File: src/rtl/cordic_pkg.sv
// Shared Q-format widths, constants, FSM states and pre-rotation helper
// used by the CORDIC rotation sequencer and its arctangent table.
package cordic_pkg;

    localparam int ANG_W    = 16;
    localparam int ANG_FRAC = 8;
    localparam int VEC_W    = 16;
    localparam int VEC_FRAC = 14;

    localparam logic signed [VEC_W-1:0] K_INIT  = 16'sd9949;
    localparam logic signed [ANG_W-1:0] ANG_P90 = 16'sh5A00;
    localparam logic signed [ANG_W-1:0] ANG_M90 = 16'shA600;

    typedef enum logic [1:0] {IDLE, ROTATE, DONE} state_t;

    typedef struct packed {
        logic signed [VEC_W-1:0] x;
        logic signed [VEC_W-1:0] y;
        logic signed [ANG_W-1:0] z;
    } cvec_t;

    // Folds angles beyond +/-90 deg into the CORDIC convergence range by
    // starting from a vector already rotated by +/-90 deg.
    function automatic cvec_t prerotate(input logic signed [ANG_W-1:0] ang,
                                        input logic signed [VEC_W-1:0] k);
        cvec_t v;
        if (ang > ANG_P90) begin
            v.x = '0;
            v.y = k;
            v.z = ang - ANG_P90;
        end else if (ang < ANG_M90) begin
            v.x = '0;
            v.y = -k;
            v.z = ang + ANG_P90;
        end else begin
            v.x = k;
            v.y = '0;
            v.z = ang;
        end
        return v;
    endfunction

endpackage

File: src/rtl/cordic_rot_seq_lut.sv
// Arctangent table: atan(2^-sel) in signed Q7.8 degrees; entries 13..15 unused.
module lut
    import cordic_pkg::*;
(
    input  logic [3:0]              sel_i,
    output logic signed [ANG_W-1:0] atan_o
);

    always_comb begin
        atan_o = '0;
        case (sel_i)
            4'd0:    atan_o = 16'sd11520;
            4'd1:    atan_o = 16'sd6801;
            4'd2:    atan_o = 16'sd3593;
            4'd3:    atan_o = 16'sd1824;
            4'd4:    atan_o = 16'sd916;
            4'd5:    atan_o = 16'sd458;
            4'd6:    atan_o = 16'sd229;
            4'd7:    atan_o = 16'sd115;
            4'd8:    atan_o = 16'sd57;
            4'd9:    atan_o = 16'sd29;
            4'd10:   atan_o = 16'sd14;
            4'd11:   atan_o = 16'sd7;
            4'd12:   atan_o = 16'sd4;
            default: atan_o = '0;
        endcase
    end

endmodule

File: src/rtl/cordic_rot_seq.sv
// Iterative CORDIC rotation: one Q7.8-degree angle in, Q1.14 cos/sin out,
// one micro-rotation per clock with valid/ready on both sides.
module cordic_rot_seq #(
    parameter int                 ITER   = 13,
    parameter logic signed [15:0] K_INIT = 16'sd9949
) (
    input  logic               clk,
    input  logic               rst_n,
    input  logic               in_valid,
    output logic               in_ready,
    input  logic signed [15:0] in_angle,
    output logic               out_valid,
    input  logic               out_ready,
    output logic signed [15:0] out_cos,
    output logic signed [15:0] out_sin,
    output logic               busy
);
    import cordic_pkg::*;

    state_t                  state_q, state_d;
    logic [3:0]              idx_q, idx_d;
    cvec_t                   vec_q, vec_d, vec_rot;
    logic signed [VEC_W-1:0] cos_q, cos_d, sin_q, sin_d;
    logic signed [ANG_W-1:0] atan_w;

    lut u_lut (
        .sel_i  (idx_q),
        .atan_o (atan_w)
    );

    // Both coordinate updates read the pre-update x/y; shifts truncate.
    function automatic cvec_t micro_rot(input cvec_t v, input logic [3:0] sh,
                                        input logic signed [ANG_W-1:0] a);
        cvec_t                   r;
        logic signed [VEC_W-1:0] xs, ys;
        xs = $signed(v.x) >>> sh;
        ys = $signed(v.y) >>> sh;
        if (!v.z[ANG_W-1]) begin
            r.x = $signed(v.x) - ys;
            r.y = $signed(v.y) + xs;
            r.z = $signed(v.z) - a;
        end else begin
            r.x = $signed(v.x) + ys;
            r.y = $signed(v.y) - xs;
            r.z = $signed(v.z) + a;
        end
        return r;
    endfunction

    assign vec_rot = micro_rot(vec_q, idx_q, atan_w);

    always_comb begin
        state_d = state_q;
        idx_d   = idx_q;
        vec_d   = vec_q;
        cos_d   = cos_q;
        sin_d   = sin_q;
        case (state_q)
            IDLE: begin
                if (in_valid) begin
                    vec_d   = prerotate(in_angle, K_INIT);
                    idx_d   = '0;
                    state_d = ROTATE;
                end
            end
            ROTATE: begin
                vec_d = vec_rot;
                idx_d = idx_q + 4'd1;
                if (idx_q == 4'(ITER-1)) begin
                    cos_d   = vec_rot.x;
                    sin_d   = vec_rot.y;
                    idx_d   = '0;
                    state_d = DONE;
                end
            end
            DONE: begin
                if (out_ready) state_d = IDLE;
            end
            default: state_d = IDLE;
        endcase
    end

    always_ff @(posedge clk or negedge rst_n) begin
        if (!rst_n) begin
            state_q <= IDLE;
            idx_q   <= '0;
            vec_q   <= '0;
            cos_q   <= '0;
            sin_q   <= '0;
        end else begin
            state_q <= state_d;
            idx_q   <= idx_d;
            vec_q   <= vec_d;
            cos_q   <= cos_d;
            sin_q   <= sin_d;
        end
    end

    assign in_ready  = (state_q == IDLE);
    assign out_valid = (state_q == DONE);
    assign busy      = (state_q != IDLE);
    assign out_cos   = cos_q;
    assign out_sin   = sin_q;

endmodule
File: config.mk
export PLATFORM = sky130hd
export DESIGN_NAME = cordic_rot_seq
export DESIGN_NICKNAME = d
export VERILOG_FILES = /design/src/rtl/cordic_pkg.sv /design/src/rtl/cordic_rot_seq_lut.sv /design/src/rtl/cordic_rot_seq.sv
export SDC_FILE = /design/constraint.sdc
export NUM_CORES = 1
export LEC_CHECK = 0
export CAP_MARGIN = 5
export CORE_ASPECT_RATIO = 0.5
export CORE_MARGIN = 3
export CORE_UTILIZATION = 55
export CTS_CLUSTER_SIZE = 40
export DETAILED_ROUTE_END_ITERATION = 10
export GPL_TIMING_DRIVEN = 0
export HOLD_SLACK_MARGIN = 0.08
export PLACE_DENSITY = 0.76
export SETUP_SLACK_MARGIN = 0.02
export SYNTH_ARGS = -nofsm -noshare
export SYNTH_HDL_FRONTEND = slang
export SYNTH_SLANG_ARGS = --single-unit
File: constraint.sdc
create_clock -name clk -period 4.75 [get_ports clk]
set_input_delay 0.95 -clock clk [delete_from_list [all_inputs] [get_ports clk]]
set_output_delay 0.95 -clock clk [all_outputs]
set_load 0.05 [all_outputs]
# == Word level (Yosys, flattened, before mapping) ==
# Memories as Yosys holds them, arrays and structs flattened.
# Index checks and enable logic that the tools add are counted.
# word_totals
reg_bits,86
mem_bits_ro,224
inputBits,20
elab_cells,45
n_memories,1
# op_classes
addsub,9
n_lt_le_gt_ge,2
n_eq_ne,6
shifts,2
muxes,12
reduce_logical,6
# mem_list
memory,words,width,rd,rd_clocked_by_memory_dff,write_ports,line,rtl
(name not given),16,14,1,0,0,cordic_rot_seq_lut.sv:11,case (sel_i)
# ops
cell,count
$mux 48,2
$pmux 48 s2,1
$mux 46,2
$add 16x16->16,3
$sub 16x16->16,3
$sshr 16x4->16,2
$add 16x16->16 const B,1
$gt 16x16->1 const B,1
$lt 16x16->1 const B,1
$sub 16x16->16 const B,1
$mux 4,2
$pmux 4 s2,1
$mux 2,3
$pmux 2 s3,1
$add 4x1->4 const B,1
$eq 4x4->1 const B,1
$ne 2x2->1 const B,2
$reduce_and 2->1,2
$reduce_bool 2->1,2
$reduce_and 3->1,1
$eq 2x1->1 const B,1
$eq 2x2->1 const B,1
$logic_not 2->1,1
$ne 2x1->1 const B,1

# == Logic depth before layout (Yosys ltp) ==
# depth
ltp_word,5
mapped_depth,23
mapped_depth_nobuf,20

# == Modules after synthesis ==
# A second synthesis with hierarchy kept.
# hier_totals
hier_cells,989
hier_area_um2,8668.3
# by_module_without_submodules
mod,n_inst,cells_each,area_per_inst_um2,seq_area_each_um2
cordic_rot_seq,1,950,8379.3,2152.1
lut,1,39,289.0,0.0

# == Worst setup path before layout ==
# Ideal clock, no wire load.
# synth_path
path_kind,flip-flop to flip-flop
start,register idx_q[0]
end,register vec_q[14] in the netlist's numbering
setup_time_ns,0.137
arrival_ns,4.404
required_time_ns,4.613
slack_ns,0.209
path_stages_with_launch,22
n_path_buf,3
synth_period_minus_slack_ns,4.541
cell_sequence,dfrtp_1 buf_6 buf_6 buf_2 inv_1 ha_1 mux2_2 mux2i_1 or4b_1 nor3_2 o21a_1 nor2_1 xor2_1 ha_1 a21o_1 a21o_1 a21o_1 a31o_2 a21o_1 a21oi_1 xor2_1 a21oi_1
# synth_between
elab_chain_cells,4
# synth_lines
element,line,rtl
"start, declared",cordic_rot_seq.sv:21,"logic [3:0] idx_q, idx_d;"
"start signal, assigned",cordic_rot_seq.sv:92,idx_q <= idx_d;
$mem_v2 16x14 *,--,
$sub 16x16->16 or $add 16x16->16 (tied branches),"cordic_rot_seq.sv:41, cordic_rot_seq.sv:45",
$mux 48 *,cordic_rot_seq.sv:38,if (!v.z[ANG_W-1]) begin
$pmux 48 s2 *,cordic_rot_seq.sv:58,case (state_q)
"end signal, assigned",cordic_rot_seq.sv:93,vec_q <= vec_d;
"end, declared",cordic_rot_seq.sv:22,"cvec_t vec_q, vec_d, vec_rot;"
# Every way passes the cells marked *; elsewhere a longest branch is shown, timed or not.
# A chain may end at the register's enable or synchronous reset.

# == Final worst setup path ==
# layout_path
start,register idx_q[0]
end,register vec_q[13] in the netlist's numbering
# The elaborated chain is that of the path after synthesis.

==> impl_metrics.json <==
{
  "status": "finished, final reports clean",
  "reg2reg_from": "idx_q[0]",
  "tritoncts": "done",
  "path_max_fanout": 5,
  "drtPass1Iterations": 5,
  "slew_headroom": 0.240,
  "ios": 55,
  "synthTopCellsByArea": "dfrtp_1 25%, ha_1 9.3%, mux2_2 5.2%, mux4_2 4.8%, a21oi_1 4.3%",
  "cts.sinks": 86,
  "grt_max_degree": 45,
  "start_kind": "flop",
  "clk_path_buf_depth": 2,
  "synth_adder_area_share": 0.100,
  "rows": 31,
  "dr_wl_met2_um": 13300,
  "synth_compound_area_frac": 0.237,
  "crit_path_start": "idx_q[0]",
  "routed.top_layer": "met4",
  "synth_cell_types": 78,
  "port_buffers": 54,
  "tightest_slew_ns": 1.14,
  "cp-endpoint": "vec_q[13]",
  "required_ns": 4.95,
  "met3_length_um": 3830,
  "cts.hold.buffers_added": 0,
  "synth-async-reset-ratio": 1.00,
  "worstSetupPathType": "reg -> reg",
  "ys_seq_elements": 86,
  "synth_area_um2": 8450,
  "place_congestion": 1.00,
  "hold_class": "reg -> reg",
  "detail-route-antenna-nets": 0,
  "finalCriticalPeriod_ns": 4.73,
  "dp_hpwl_um": 22900,
  "rr_endpoint": "vec_q[13]",
  "synth.top_cell.area_share": 0.255,
  "clk_pin_slew_ns": 0.07,
  "avgSynthCellArea_um2": 9.09,
  "met1Wirelength_um": 12900,
  "final_area_um2": 10600,
  "wl_um": 30800,
  "rsz0062_at_grt": "yes",
  "antenna_found_initial": 0,
  "setup_violations": 0,
  "grt_pass1_wl_um": 46600,
  "drv_cap": 0,
  "synthSimpleGateAreaFrac": 0.143,
  "synth_xor_area_frac": 0.0755,
  "ys.flop_type": "dfrtp_1",
  "yosysTopAreaCell": "dfrtp_1",
  "drive_above_1_share": 0.233,
  "cp.arrival_ns": 4.93,
  "routedWlPerCell_um": 24.7,
  "drtIter0Drc": 1021,
  "synth_cells": 929,
  "post-route-drc-count": 0,
  "ctsRootBufferMaster": "clkbuf_16",
  "drv_slew": 0,
  "gr-total-overflow": 0,
  "synth_top_family_by_area": "compound AO/OA/AOI/OAI gates",
  "syn_to_final_growth_pct": 24.9,
  "syn-num-nets": 1015,
  "rr_worst_depth": 21,
  "die_w_um": 181,
  "track_usage": 0.355,
  "grt_pass1_vias": 8053,
  "worst-r2r-setup-slack_ns": 0.02,
  "vias": 8390,
  "die_height_um": 93.6,
  "nets": 1129,
  "fin_crit_sh": 0.995,
  "hold_viol": 0,
  "die_area_um2": 17000,
  "placed_cell_area_um2": 9260,
  "hold_start": "out_cos[12]",
  "cp-end-kind": "flop",
  "insertion_delay_ns": 0.36,
  "start_util": 0.573,
  "fin_skew_ns": 0.0131,
  "synth_edf_count": 0,
  "seq_area_frac_synth": 0.255,
  "fmax_ghz": 0.211,
  "synth_warnings": 0,
  "core_um2": 14700,
  "cts_buffers": 9,
  "cts_max_level": 3,
  "routed_via_density": 6.73,
  "synth.mux.area_fraction": 0.144,
  "antennaDiodeCount": 0
}
how the worst min path moves through the flow:
stage | endpoint | depth (start not counted)
finish | out_cos[12] | 2
global route | out_cos[12] | 2
CTS | out_cos[12] | 2
detailed placement | out_cos[12] | 2
global placement | out_sin[15] | 2
floorplan | vec_q[6] | 2
routing by layer:
layer,vias up,track usage
met1,4123,0.468
li1,3692,-
met3,74,0.147
met2,501,0.539
met5,-,0
met4,0,0.0969
layout by cell type (no fill, tap or decap), drive strengths merged, types with 26 or more instances in the layout:
master	netlist	layout
clkbuf	23	35
xnor2	37	37
a21oi	73	73
nor2	81	81
mux4	26	26
xor2	35	35
mux2	40	40
dfrtp	86	86
inv	33	35
nand2	77	77
ha	63	63
clkdlybuf4s50	0	53
o21ai	57	57
buf	25	73
metrics by stage:
step	cells	util	hold slack (ns)	setup WS, ns	setup TNS [ns]
after floorplan	929	-	0.495	0.209	0
after global placement	1181	0.627	0.463	-0.940	-59.04
after detailed placement	1182	0.628	0.472	-1.01	-19.69
after CTS	1217	0.676	0.487	0.0210	0
after global routing	1246	0.716	0.503	-0.125	-0.606
final	1246	0.716	0.488	0.0217	0
cell usage after synthesis, drive strengths merged, types with 4 or more instances:
library cell	n
dfrtp	86
nor2	81
nand2	77
a21oi	73
ha	63
o21ai	57
mux2	40
xnor2	37
xor2	35
inv	33
mux4	26
buf	25
clkbuf	23
a221o	19
nor3	19
and2	15
mux2i	15
o22ai	15
a21o	12
nand3	12
nand2b	10
a31oi	9
nor2b	9
o211ai	9
a211oi	8
o31ai	8
a221oi	7
o21a	7
o21bai	7
or3	7
a22o	6
o22a	6
a2111oi	5
and3	5
o211a	5
o311ai	5
a211o	4
o221ai	4
or2	4
critical path, cell delays in order (launching register included):
cell and delay [ns]:
dfrtp_2 0.46, buf_12 0.15, buf_12 0.10, buf_12 0.11, clkinvlp_4 0.14, ha_4 0.32
nor2_1 0.06, or3_4 0.38, a21oi_1 0.15, nand2_1 0.07, nand3_1 0.13, o21ai_2 0.11
ha_1 0.29, and3_1 0.19, a2111oi_4 0.42, o31ai_4 0.14, and2_4 0.18, or4_4 0.45
a221oi_4 0.29, buf_4 0.17, xor2_1 0.16, o21ai_1 0.07
what timing repair did:
item	CTS	global route
pin swaps	18	31
gates resized for setup	65	77
endpoints found under the setup margin	47	26
buffers inserted	19	29
logic make-up after synthesis:
family	after synthesis
AO/OA/AOI/OAI	288
XOR/XNOR	72
adder cells (fa/ha/maj)	66
buffers and inverters	82
flip-flops	86
multiplexers	81
AND/OR/NAND/NOR	254
flip-flops by register name (all words and copies together) (netlist names):
name,cells
vec_q,48
out_cos,16
out_sin,16
idx_q,4
state_q,2
final cells by class:
cell class / instances / area [um^2]
Multi-Input combinational cell: 761 / 6430
Fill cell: 1060 / 4190
Sequential cell: 86 / 2150
Timing Repair Buffer: 103 / 942
Buffer: 48 / 347
Tap cell: 198 / 248
Clock buffer: 10 / 229
Inverter: 34 / 131
Clock inverter: 6 / 68.8
Power is left out: the tool's default activity adds up to more than one toggle a clock period on the data nets, which glitch-free logic cannot reach.
